--- src/rtl/fu_complete_arbiter_pkg.sv ---
// fu_complete_arbiter_pkg: shared sizes, the FU completion packet and a modulo-NUM_FU pointer helper
package fu_complete_arbiter_pkg;
    localparam int NUM_FU = 5;
    localparam int WAYS   = 3;
    localparam int PTR_W  = $clog2(NUM_FU);

    typedef struct packed {
        logic       valid;
        logic       take_branch;
        logic [5:0] pr_idx;
        logic [4:0] rob_idx;
    } FU_COMPLETE_PACKET;

    typedef FU_COMPLETE_PACKET [NUM_FU-1:0] fu_in_vec_t;
    typedef FU_COMPLETE_PACKET [WAYS-1:0]   fu_out_vec_t;

    // p and n are both below NUM_FU, so a single conditional subtract wraps correctly
    function automatic logic [PTR_W-1:0] ptr_add(input logic [PTR_W-1:0] p, input logic [PTR_W-1:0] n);
        logic [PTR_W:0] s;
        s = {1'b0, p} + {1'b0, n};
        return (s >= (PTR_W+1)'(NUM_FU)) ? PTR_W'(s - (PTR_W+1)'(NUM_FU)) : s[PTR_W-1:0];
    endfunction
endpackage

--- src/rtl/fu_complete_arbiter_if.sv ---
// fu_complete_arbiter_if: FU result bus, per-FU stall and completion packets
//   fu_complete_in  : per-FU result packets (FU side drives)
//   fu_stall        : per-FU hold request (arbiter drives)
//   complete_fu_out : registered completion packets (arbiter drives)
interface fu_complete_arbiter_if;
    import fu_complete_arbiter_pkg::*;
    fu_in_vec_t             fu_complete_in;
    logic [NUM_FU-1:0]      fu_stall;
    fu_out_vec_t            complete_fu_out;

    modport master (output fu_complete_in, input fu_stall, input complete_fu_out);
    modport slave  (input fu_complete_in, output fu_stall, output complete_fu_out);
endinterface

--- src/rtl/fu_complete_arbiter_rr_select.sv ---
// complete_rr_select: round-robin pick of up to WAYS requesters starting at the pointer
//   i_req      : per-FU request
//   i_rr_ptr   : first index scanned
//   o_gnt_sel  : per-slot one-hot FU select
//   o_slot_v   : slot carries a grant
//   o_next_ptr : one past the last granted index, or i_rr_ptr if none
module complete_rr_select
    import fu_complete_arbiter_pkg::*;
(
    input  logic [NUM_FU-1:0]            i_req,
    input  logic [PTR_W-1:0]             i_rr_ptr,
    output logic [WAYS-1:0][NUM_FU-1:0]  o_gnt_sel,
    output logic [WAYS-1:0]              o_slot_v,
    output logic [PTR_W-1:0]             o_next_ptr
);
    localparam int CNT_W = $clog2(WAYS+1);
    localparam logic [CNT_W-1:0] WAYS_C = CNT_W'(WAYS);

    logic [CNT_W-1:0] w_cnt;
    logic [PTR_W-1:0] w_idx;

    always_comb begin
        o_gnt_sel  = '0;
        o_slot_v   = '0;
        o_next_ptr = i_rr_ptr;
        w_cnt      = '0;
        w_idx      = '0;
        for (int j = 0; j < NUM_FU; j++) begin
            w_idx = ptr_add(i_rr_ptr, PTR_W'(j));
            if (i_req[w_idx] && w_cnt < WAYS_C) begin
                o_gnt_sel[w_cnt][w_idx] = 1'b1;
                o_slot_v[w_cnt]         = 1'b1;
                o_next_ptr              = ptr_add(w_idx, PTR_W'(1));
                w_cnt                   = w_cnt + 1'b1;
            end
        end
    end
endmodule

--- src/rtl/fu_complete_arbiter.sv ---
// fu_complete_arbiter: forwards up to WAYS FU results per cycle, buffering and stalling losers
//   clock  : system clock
//   reset  : synchronous active-high reset
//   squash : synchronous flush of held and in-flight results
//   bus    : fu_complete_in in, fu_stall / complete_fu_out out
module fu_complete_arbiter
    import fu_complete_arbiter_pkg::*;
(
    input  logic                  clock,
    input  logic                  reset,
    input  logic                  squash,
    fu_complete_arbiter_if.slave  bus
);
    FU_COMPLETE_PACKET            r_hold [NUM_FU];
    logic [NUM_FU-1:0]            r_hold_v;
    logic [PTR_W-1:0]             r_rr_ptr;
    fu_out_vec_t                  r_out;

    logic [NUM_FU-1:0]            w_req;
    FU_COMPLETE_PACKET            w_cand [NUM_FU];
    logic [WAYS-1:0][NUM_FU-1:0]  w_gnt_sel;
    logic [WAYS-1:0]              w_slot_v;
    logic [PTR_W-1:0]             w_next_ptr;
    logic [NUM_FU-1:0]            w_gnt_any;
    fu_out_vec_t                  w_out;

    assign bus.fu_stall        = r_hold_v;
    assign bus.complete_fu_out = r_out;

    // a held entry masks whatever the stalled FU is presenting
    always_comb begin
        for (int i = 0; i < NUM_FU; i++) begin
            w_req[i]  = r_hold_v[i] | bus.fu_complete_in[i].valid;
            w_cand[i] = r_hold_v[i] ? r_hold[i] : bus.fu_complete_in[i];
        end
    end

    complete_rr_select u_sel (
        .i_req      (w_req),
        .i_rr_ptr   (r_rr_ptr),
        .o_gnt_sel  (w_gnt_sel),
        .o_slot_v   (w_slot_v),
        .o_next_ptr (w_next_ptr)
    );

    always_comb begin
        w_out     = '0;
        w_gnt_any = '0;
        for (int k = 0; k < WAYS; k++) begin
            for (int i = 0; i < NUM_FU; i++) begin
                if (w_slot_v[k] && w_gnt_sel[k][i]) begin
                    w_out[k]     = w_out[k] | w_cand[i];
                    w_gnt_any[i] = 1'b1;
                end
            end
        end
    end

    always_ff @(posedge clock) begin
        if (reset) begin
            r_out    <= '0;
            r_hold_v <= '0;
            r_rr_ptr <= '0;
        end else if (squash) begin
            r_out    <= '0;
            r_hold_v <= '0;
        end else begin
            r_out    <= w_out;
            r_rr_ptr <= w_next_ptr;
            for (int i = 0; i < NUM_FU; i++) begin
                if (w_gnt_any[i]) begin
                    r_hold_v[i] <= 1'b0;
                end else if (w_req[i]) begin
                    r_hold[i]   <= w_cand[i];
                    r_hold_v[i] <= 1'b1;
                end
            end
        end
    end
endmodule

--- src/flat_wrapper.sv ---
// flat-port wrapper written by rule: the top's interface ports become plain ports
module fu_complete_arbiter_flat import fu_complete_arbiter_pkg::*;
  (clock, reset, squash, bus_fu_complete_in, bus_fu_stall, bus_complete_fu_out);
  fu_complete_arbiter_if bus_i ();
  input  logic clock;
  input  logic reset;
  input  logic squash;
  input wire logic [$bits(bus_i.fu_complete_in)-1:0] bus_fu_complete_in;
  output wire logic [$bits(bus_i.fu_stall)-1:0] bus_fu_stall;
  output wire logic [$bits(bus_i.complete_fu_out)-1:0] bus_complete_fu_out;
  assign bus_i.fu_complete_in = bus_fu_complete_in;
  assign bus_fu_stall = bus_i.fu_stall;
  assign bus_complete_fu_out = bus_i.complete_fu_out;
  fu_complete_arbiter u_core (.clock(clock), .reset(reset), .squash(squash), .bus(bus_i));
endmodule
--- config.mk ---
export PLATFORM = sky130hd
export DESIGN_NAME = fu_complete_arbiter_flat
export DESIGN_NICKNAME = d
export VERILOG_FILES = /design/src/rtl/fu_complete_arbiter_pkg.sv /design/src/rtl/fu_complete_arbiter_if.sv /design/src/rtl/fu_complete_arbiter_rr_select.sv /design/src/rtl/fu_complete_arbiter.sv /design/src/flat_wrapper.sv
export SDC_FILE = /design/constraint.sdc
export NUM_CORES = 1
export LEC_CHECK = 0
export ABC_AREA = 1
export CAP_MARGIN = 0
export CORE_MARGIN = 3
export CORE_UTILIZATION = 35
export DETAILED_ROUTE_END_ITERATION = 10
export PLACE_DENSITY_LB_ADDON = 0.3
export SYNTH_ARGS = -nofsm -noshare
export SYNTH_HDL_FRONTEND = slang
export SYNTH_HIERARCHICAL = 1
export SYNTH_SLANG_ARGS = --single-unit
--- constraint.sdc ---
create_clock -name clock -period 8.5 [get_ports clock]
set_input_delay 1.275 -clock clock [delete_from_list [all_inputs] [get_ports clock]]
set_output_delay 1.275 -clock clock [all_outputs]
set_load 0.005 [all_outputs]
==> qor.txt <==
Critical path buffers and inverters: 8
Final WS setup: 3.02 ns
Number of global-route vias before repair: 7,108
Worst slew pin tran: 1.23 ns
Relative slew slack: 17.6%
Post-synthesis net count: 1,248
Reg power frac: 19.3%
Tmin final: 5.48 ns
Cell family with most CP delay: buffers and inverters
Post-synthesis cell type count: 41
DRC Markers: 0
Leak: 4.29 nW
Sw frac: 56.3%
Area of the multi-input gates: 0.00442 mm²
CP required: 8.55 ns
R2r startpoint: u_core/r_rr_ptr[0]
Avg WL per Cell: 16.5 µm
Cells along the critical path: inv_2 -> ha_1 -> ha_1 -> inv_2 -> nand2_1 -> nand2_1 -> inv_1 -> o21ai_1 -> nand2_2 -> inv_1 -> fa_1 -> inv_1 -> nand3_2 -> inv_2 -> nor2_8 -> nand2_1 -> nand3_1 -> nand2_1 -> inv_1 -> nor3_1 -> buf_4
Final hold vios: 0
CTS Buf Count: 9
Worst reg2reg path depth: 21
N_diodes: 0
Row cnt: 54
Share of cells above drive strength 1: 12.1%
Synth warnings: 6
Post-synth ARST share: 0%
Die height: 156 µm
Initial antenna violation count: 0
Yosys top cell area share: 24.7%
Worst Clk Skew: 0.0132 ns
Hold path cells: 2
Post-DP Area: 0.00914 mm²
RR Endpoint: u_core/r_hold[0][1]
Fin area: 0.00944 mm²
Global-route wire length before repair: 38,700 µm
Max-cap violations: 0
Yosys reg bits: 112
CTS tree: yes
Initial Utilization: 35.8%
Via density per instance: 5.06
DRT iter0 DRCs: 719
Hold Path Class: reg -> reg
Peak Freq: 0.183 GHz
Area leader, netlist: edfxtp_1
Slowest library cell on the worst path: dfxtp_1
Post-Route Setup TNS: 0 ns
Net Switching: 2.46 mW
Die ar.: 0.0244 mm²
Root buffer cell: clkbuf_16
Clk slew on worst S/H paths: 0.08 ns
Seq/Total Area, Yosys: 36.6%
Routed Antenna Nets: 0
Iteration count of the initial detailed-routing pass: 5
Unrepaired setup endpoints after global routing: no
Largest net degree at the start of global routing: 42
Startpoint Class: flip-flop
CTS Sinks: 112
CORE AREA: 0.0220 mm²
Via count: 7,760
Min Hold Slack: 0.590 ns
Power Total: 4.37 mW
Max clock buf depth: 2
Synth area leaders: edfxtp_1 25%, nand2_1 24%, dfxtp_1 12%, nand3_1 6.5%, nand2_2 5.5%
Internal power: 1.91 mW
CP peak stage delay: 0.80 ns
H-Tree Depth: 3
Global route overflow: 0
Avg Cell Area, Syn: 6.82 µm²
Total Routed Length: 25,300 µm
Hold Buf Count CTS: 0
Pre-CTS setup slack: 2.97 ns
Endpoints failing setup: 0
Crit-path max FO: 16
Reg-to-reg slack, setup: 3.02 ns
Post-Syn Instances: 1,157
Clock Power Share: 9.9%
Max-slew violation count: 0
Period utilization: 64.4%
DP HPWL: 20,000 µm
Number of port buffers: 111
Layout fillers: 2,259
Post-CTS setup buffers: 0
Result of the run: finished, final reports clean
Nets: 1,339
Cts repair resizes: 0
PD cells: 463 mW/mm²
Crit Path Class: reg -> reg
Hold wc startpoint: u_core/r_hold[0][31]
Layout area overhead: 19.6%
Ports: 112
Max rail drop VDD: 0.257 mV
Clock Latency Late Sink: 0.36 ns
Gp weighted congestion: 0.975
Synth top cells by count: 502 x nand2_1, 103 x nand3_1, 101 x nor2_1, 69 x nand2_2, 65 x edfxtp_1
Min-Delay Endpoint: u_core/r_hold[0][31]
Number of synthesized flops with an enable pin: 65
Post-synth top flop: edfxtp_1
Crit end category: flip-flop
Cell with the most instances after synthesis: nand2_1
GRT Overall Usage: 20.4%
Mapped Area: 0.00790 mm²
Die Width: 156 µm
Storage cell area: 0.00289 mm²
CP arrival: 5.53 ns
Logic pwr share: 70.8%
[layout make-up]
| class | instances | share of cell area [%] |
|---|---|---|
| multi-input cells | 923 | 46.8 |
| flip-flops and latches | 112 | 30.6 |
| clock buffers | 10 | 2.53 |
| repair buffers | 116 | 12.2 |
| clock inverters | 6 | 0.636 |
| well taps | 280 | 3.71 |
| inverters | 86 | 3.47 |
[how the worst max path moves through the flow]
stage,to,cells after the start,from,slack (ns)
6_report,u_core/r_hold[0][1],21,u_core/r_rr_ptr[0],3.02
5_1_grt,u_core/r_hold[0][26],22,u_core/r_rr_ptr[0],2.58
4_1_cts,u_core/r_hold[0][1],22,u_core/r_rr_ptr[0],3.08
3_5_place_dp,u_core/r_hold[0][8],22,bus_fu_complete_in[12],2.97
3_3_place_gp,u_core/r_hold[0][46],22,bus_fu_complete_in[12],3.06
2_1_floorplan,u_core/r_hold[0][0],22,bus_fu_complete_in[12],3.40
[sequential cells by signal (all words and copies together), names as in the netlist]
signal and cells:
u_core/bus.complete_fu_out 39, u_core/bus.fu_stall 5, u_core/r_hold 65, u_core/r_rr_ptr 3
[power groups by stage]
stage / registers (mW) / logic (mW) / clock network [mW]
3_3_place_gp: 0.857 / 3.03 / 0
3_5_place_dp: 0.860 / 3.04 / 0
4_1_cts: 0.847 / 3.05 / 0.440
2_1_floorplan: 0.829 / 2.25 / 0
6_report: 0.844 / 3.10 / 0.431
5_1_grt: 0.862 / 3.43 / 0.457
[cells in the final DEF (no fill, tap or decap), drive strengths merged, types with 21 or more instances in the layout]
cell type	n
nor2	104
edfxtp	65
inv	89
clkdlybuf4s50	111
nand2	580
nor3	35
dfxtp	47
o21ai	28
ha	21
nand3	111
[kinds of logic after synthesis]
family / count (synthesis) / share of synthesized area [%]
AOI/OAI and AO/OA: 55 / 4.45
xor gates and xnor gates: 6 / 0.761
adders and majority gates: 23 / 3.83
buffers and inverters: 122 / 7.35
DFF: 112 / 36.6
and+or+nand+nor: 839 / 47.0
[per-layer routing]
metal	wire length, µm	vias up	share of wire (%)	global-route usage, %
met5	0	-	0	0
met4	759	0	3.0	7.17
met3	1920	50	7.6	4.27
met2	11600	342	46	33.5
met1	11000	3505	43	26.6
li1	-	3863	-	-
[stage by stage]
stage / cells / util [%]
2_1_floorplan: 1157 / -
3_3_place_gp: 1517 / 41.5
3_5_place_dp: 1517 / 41.5
4_1_cts: 1533 / 42.9
5_1_grt: 1533 / 42.9
6_report: 1533 / 42.9
[worst min-delay path: cells and delay by family (launching register included)]
kind | cells | cell delay [ns]
simple gates | 2 | 0.15
flops | 1 | 0.33
Power figures use the tool's default switching activity.
